<file path="src/rtl/mod_seq_reducer.sv">
// Sequential x % p reducer: one bit of x per cycle through a shift/conditional-subtract datapath.
// Optional MOD_FAST_PATH_EN: operands already below p skip straight to DONE.
module mod_seq_reducer #(
    parameter int input_size = 300,
    parameter int output_size = 256,
    parameter logic [output_size-1:0] p =
        256'd104899928942039473597645237135751317405745389583683433800060134911610808289117
) (
    input  logic                   clk,
    input  logic                   reset,
    input  logic                   in_valid,
    output logic                   in_ready,
    input  logic [input_size-1:0]  x,
    output logic                   out_valid,
    input  logic                   out_ready,
    output logic [output_size-1:0] o,
    output logic                   busy
);

    localparam int cw = (input_size > 1) ? $clog2(input_size) : 1;
    localparam logic [cw-1:0] cnt_init = cw'(input_size - 1);

    typedef enum logic [1:0] {
        IDLE,
        REDUCE,
        DONE
    } state_t;

    state_t                 state;
    state_t                 state_nx;
    logic [input_size-1:0]  sh;
    logic [output_size-1:0] r;
    logic [output_size-1:0] r_nx;
    logic [cw-1:0]          cnt;
    logic [output_size:0]   t;
    logic [output_size:0]   pw;
    logic                   accept;
    logic                   fast;

    assign in_ready  = !reset && (state == IDLE);
    assign out_valid = (state == DONE);
    assign busy      = (state != IDLE);
    assign accept    = in_valid && in_ready;

    // Full-width compare keeps the invariant r < p without overflow.
    assign pw   = {1'b0, p};
    assign t    = {r, sh[input_size-1]};
    assign r_nx = (t >= pw) ? output_size'(t - pw) : t[output_size-1:0];

`ifdef MOD_FAST_PATH_EN
    localparam int cmpw = (input_size > output_size) ? input_size : output_size;
    assign fast = (cmpw'(x) < cmpw'(p));
`else
    assign fast = 1'b0;
`endif

    always_comb begin
        state_nx = state;
        unique case (state)
            IDLE: begin
                if (accept) begin
                    state_nx = fast ? DONE : REDUCE;
                end
            end
            REDUCE: begin
                if (cnt == '0) begin
                    state_nx = DONE;
                end
            end
            DONE: begin
                if (out_ready) begin
                    state_nx = IDLE;
                end
            end
            default: state_nx = IDLE;
        endcase
    end

    always_ff @(posedge clk or posedge reset) begin
        if (reset) begin
            state <= IDLE;
            sh    <= '0;
            r     <= '0;
            cnt   <= '0;
            o     <= '0;
        end else begin
            state <= state_nx;
            unique case (state)
                IDLE: begin
                    if (accept) begin
                        sh  <= x;
                        r   <= '0;
                        cnt <= cnt_init;
                        if (fast) begin
                            o <= x[output_size-1:0];
                        end
                    end
                end
                REDUCE: begin
                    r  <= r_nx;
                    sh <= sh << 1;
                    if (cnt == '0) begin
                        o <= r_nx;
                    end else begin
                        cnt <= cnt - 1'b1;
                    end
                end
                DONE: ;
                default: ;
            endcase
        end
    end

endmodule

</file>
<file path="config.mk">
export PLATFORM = sky130hd
export DESIGN_NAME = mod_seq_reducer
export DESIGN_NICKNAME = d
export VERILOG_FILES = /design/src/rtl/mod_seq_reducer.sv
export SDC_FILE = /design/constraint.sdc
export NUM_CORES = 2
export LEC_CHECK = 0
export ABC_AREA = 1
export ABC_CLOCK_PERIOD_IN_PS = 27200
export BUFFER_PORTS_ARGS = -buffer_cell sky130_fd_sc_hd__buf_2
export CORE_MARGIN = 3
export CORE_UTILIZATION = 35
export CTS_BUF_LIST = sky130_fd_sc_hd__clkbuf_4 sky130_fd_sc_hd__clkbuf_8
export DETAILED_ROUTE_END_ITERATION = 10
export SLEW_MARGIN = 20
export SYNTH_ARGS = -nofsm -noshare
export SYNTH_HDL_FRONTEND = slang
export SYNTH_SLANG_ARGS = --single-unit
</file>
<file path="constraint.sdc">
create_clock -name clk -period 27.2 [get_ports clk]
set_input_delay 2.72 -clock clk [delete_from_list [all_inputs] [get_ports clk]]
set_output_delay 2.72 -clock clk [all_outputs]
set_load 0.03 [all_outputs]
</file>
# ---- After elaboration in Yosys (flattened, before gate mapping)
# Cells that the tools add are included.
dict set report totals {
  reg_bits 823
  out_inout_bits 259
}
dict set report classes {
  mux 12
  order_cmp 1
  addsub 2
  n_reduce_logical 11
  eq_ne 6
}
# cell n
set op_table {}
lappend op_table {{$pmux W300 S2} 1}
lappend op_table {{$mux W256} 2}
lappend op_table {{$pmux W256 S2} 1}
lappend op_table {{$mux W300} 1}
lappend op_table {{$ge A257 B256 Y1 const B} 1}
lappend op_table {{$sub A256 B256 Y256 const B} 1}
lappend op_table {{$mux W9} 2}
lappend op_table {{$pmux W9 S2} 1}
lappend op_table {{$logic_not A9 Y1} 1}
lappend op_table {{$sub A9 B1 Y9 const B} 1}
lappend op_table {{$mux W2} 3}
lappend op_table {{$ne A2 B2 Y1 const B} 3}
lappend op_table {{$pmux W2 S3} 1}
lappend op_table {{$reduce_and A3 Y1} 2}
lappend op_table {{$reduce_and A2 Y1} 2}
lappend op_table {{$reduce_bool A2 Y1} 2}
lappend op_table {{$eq A2 B1 Y1 const B} 1}
lappend op_table {{$eq A2 B2 Y1 const B} 1}
lappend op_table {{$logic_and A1 B1 Y1} 2}
lappend op_table {{$logic_not A2 Y1} 1}
lappend op_table {{$ne A2 B1 Y1 const B} 1}
lappend op_table {{$logic_not A1 Y1} 1}

# ---- Logic depth before layout (Yosys ltp)
dict set report logic_depth {
  depth_word 5
  mapped_depth 24
}

# ---- Least setup slack after synthesis
# OpenSTA, ideal clock, no wires.
dict set report synth_timing {
  path_type {input -> output}
  startpoint {in reset}
  endpoint {out in_ready}
  n_path_buf 0
  t_arrival_ns 3.162
  slack_ns 21.318
  cell_stages 1
  path_cell_list {nor2_1}
}
dict set report synth_between {
  elab_chain_cells 2
}
# element line_no
set synth_lines {}
lappend synth_lines {{start, declared} 10} ;# input logic reset,
lappend synth_lines {{$logic_not A1 Y1 (no line)} n/a}
lappend synth_lines {{$logic_and A1 B1 Y1} 40} ;# assign in_ready = !reset && (state == IDLE);
lappend synth_lines {{end, declared} 12} ;# output logic in_ready,
# Every way passes these cells.

# ---- Worst setup path after layout
# Same ends and word-level chain as after synthesis.

==> flow_metrics.env <==
export IMPL_cts_setup_buffers=0
export IMPL_switching_share=0.554
export IMPL_status="completed"
export IMPL_root_buffer="clkbuf_8"
export IMPL_rows=146
export IMPL_fmax_mhz=166
export IMPL_slowest_delay_ns=0.24
export IMPL_crit_path_frequent_cell="buf_2"
export IMPL_seq_area_frac_synth=0.368
export IMPL_drt_pass1_iter_count=9
export IMPL_cp_max_fo=2
export IMPL_p_seq_frac=0.283
export IMPL_power_leakage_nw=35.3
export IMPL_utilization=0.404
export IMPL_endpoint_kind="output pin"
export IMPL_finalNetCount=10100
export IMPL_core_area_sq_um=159000
export IMPL_totalPowerFinal_mw=7.74
export IMPL_synth_distinct_cells=45
export IMPL_syn_nets=9580
export IMPL_arrival_ns=3.31
export IMPL_whs_endpoint="o[233]"
export IMPL_grt_usage=0.365
export IMPL_reg2reg_setup_slack_ns=21.63
export IMPL_worst_path_max_delay_cell="buf_2"
export IMPL_antenna_found_initial=47
export IMPL_setup_tns_final_ns=0
export IMPL_setup_viol=0
export IMPL_worstReg2RegStart="r[86]"
export IMPL_grt_ovfl_total=0
export IMPL_synth_most_common_cell="nand2_1"
export IMPL_worstHoldStart="o[233]"
export IMPL_routed_via_density=5.35
export IMPL_drv_slew=0
export IMPL_drv_cap=0
export IMPL_final_cell_area_sq_um=64100
export IMPL_whs_path_depth=2
export IMPL_place_inst=11700
export IMPL_cp_start_kind="input port"
export IMPL_htree_levels=4
export IMPL_wirelength_um=309000
export IMPL_ctsHoldBuffers=0
export IMPL_hpwl_um=257000
export IMPL_yosysWarningCount=0
export IMPL_tritoncts="yes"
export IMPL_die_x_um=406
export IMPL_finalHoldViolations=0
export IMPL_avgRoutedWirePerCell_um=25.9
export IMPL_period_minus_slack_ns=6.03
export IMPL_clock_latency_ns=0.96
export IMPL_yosys_top_cells_count="3,914 x nand2_1, 1,379 x nor2_1, 1,071 x inv_1"
export IMPL_gp_congestion=1.07
export IMPL_synth_area_sq_um=56000
export IMPL_synth_top_area_share=0.368
export IMPL_power_density_nw_per_um2=121
export IMPL_p_sw_mw=4.29
export IMPL_syn_area_per_cell_sq_um=6.04
export IMPL_critical_path_startpoint="reset"
export IMPL_synth_edff_count=0
export IMPL_r2r_end="o[94]"
export IMPL_cts_path_max_buffers=3
export IMPL_io_buffer_count=562
export IMPL_p_int_mw=3.45
export IMPL_ir_drop_uv=64.7
export IMPL_worst_slew_pin_transition_ns=1.14
export IMPL_path_clk_slew_ns=0.05
export IMPL_crit_required_ns=24.48
export IMPL_placed_cell_area_sq_um=60600
export IMPL_rr_worst_depth=22
export IMPL_async_reset_ff_frac=1.00
export IMPL_critPathKind="input port to output pin"
export IMPL_grt_pass1_wl_um=427000
export IMPL_drc=0
export IMPL_die_area_sq_um=165000
export IMPL_final_cells=12000
export IMPL_post_cts_resized=0
export IMPL_fin_skew_ns=0.0578
export IMPL_ant_nets=0
export IMPL_rsz0062_at_grt="false"
export IMPL_die_y_um=406
export IMPL_grt_max_degree=197
export IMPL_ys_flop_type="dfrtp_1"
export IMPL_clockPowerShare=0.176
export IMPL_hold_class="flop to flop"
export IMPL_area_growth_pct=14.5
export IMPL_drive_above_1_share=0.106
export IMPL_io_pins=563
export IMPL_slew_headroom=0.233
export IMPL_dr_first_iter_drc_count=7191
export IMPL_vias=64000
export IMPL_synthTopCellsByArea="dfrtp_1 37%, nand2_1 26%, nor2_1 9.2%, inv_1 7.2%, nand3_1 3.9%"
export IMPL_clock_sinks=823
export IMPL_postSynthCellCount=9273
export IMPL_min_period_over_period=0.222
export IMPL_combPwrFrac=0.542
export IMPL_ys_ff_latch=823
export IMPL_cts_buffers_inserted=153
export IMPL_grt_pass1_vias=59300
export IMPL_yosysTopAreaCell="dfrtp_1"
export IMPL_initial_core_util=0.353
export IMPL_worstPathCellList="buf_2 -> nor2_1 -> buf_2"
-- critical path: cells and delay by family --
family                 cells  cell delay [ns]
buffers and inverters      2             0.38
AND/OR/NAND/NOR            1             0.21
-- power groups by stage --
stage	combinational, mW	sequential, mW	clock [mW]
2_1_floorplan	2.51	2.01	0
3_3_place_gp	4.03	2.17	0
3_5_place_dp	4.06	2.18	0
4_1_cts	4.07	2.17	1.39
5_1_grt	4.53	2.23	1.44
6_report	4.19	2.19	1.36
-- per-layer routing --
metal | vias to the layer above | part of all wire | track usage
met5 | - | 0.00098 | 0
met4 | 44 | 0.036 | 0.128
met3 | 397 | 0.10 | 0.0971
met2 | 2928 | 0.40 | 0.517
met1 | 31000 | 0.46 | 0.530
li1 | 29600 | - | -
-- layout by cell type (no fill, tap or decap), drive strengths merged, types with 110 or more instances in the layout --
| cell | n |
|---|---|
| nand2 | 3929 |
| nor2 | 1431 |
| inv | 1167 |
| dfrtp | 823 |
| buf | 603 |
| nand3 | 438 |
| o21ai | 351 |
| o22ai | 301 |
| clkbuf | 233 |
| a21oi | 207 |
| xor2 | 110 |
-- cell type report --
class,instances,area [sq um]
antenna,20,50.0
clock buffer,233,2950
clock inverter,45,503
fill,17700,94500
inverter,1160,4380
multi-input combinational,7004,29800
sequential,823,20600
tap,2072,2590
timing repair buffer,603,3200
-- cell families (layout without fill, tap and decap cells) --
family / count (synthesis) / in the layout / synth area share
AO/OA/AOI/OAI: 919 / 919 / 0.0915
other: 0 / 20 / 0
flip-flops: 823 / 823 / 0.368
adder cells (fa/ha/maj): 3 / 3 / 0.000671
AND/OR/NAND/NOR: 5971 / 5971 / 0.422
XOR/XNOR: 111 / 111 / 0.0174
buffers and inverters: 1446 / 2041 / 0.101
-- how the worst max path moves through the flow --
stage | endpoint | cells past startpoint | slack, ns
finish | in_ready | 3 | 21.17
global route | in_ready | 3 | 21.13
CTS | in_ready | 3 | 21.16
detailed placement | r[55] | 7 | 21.04
global placement | sh[296] | 8 | 21.13
floorplan | cnt[0] | 1 | 1.36
-- metrics by stage --
step	hold slack [ns]	setup WS, ns
after floorplan	0.449	1.36
final	0.471	21.17
after detailed placement	0.460	21.04
after global routing	0.492	21.13
after global placement	0.458	21.13
after CTS	0.475	21.16
-- flip-flops by register name (all words and copies together) (netlist names) --
register / flops
state: 2
o: 256
sh: 300
r: 256
cnt: 9
(Power assumes the default switching activity.)
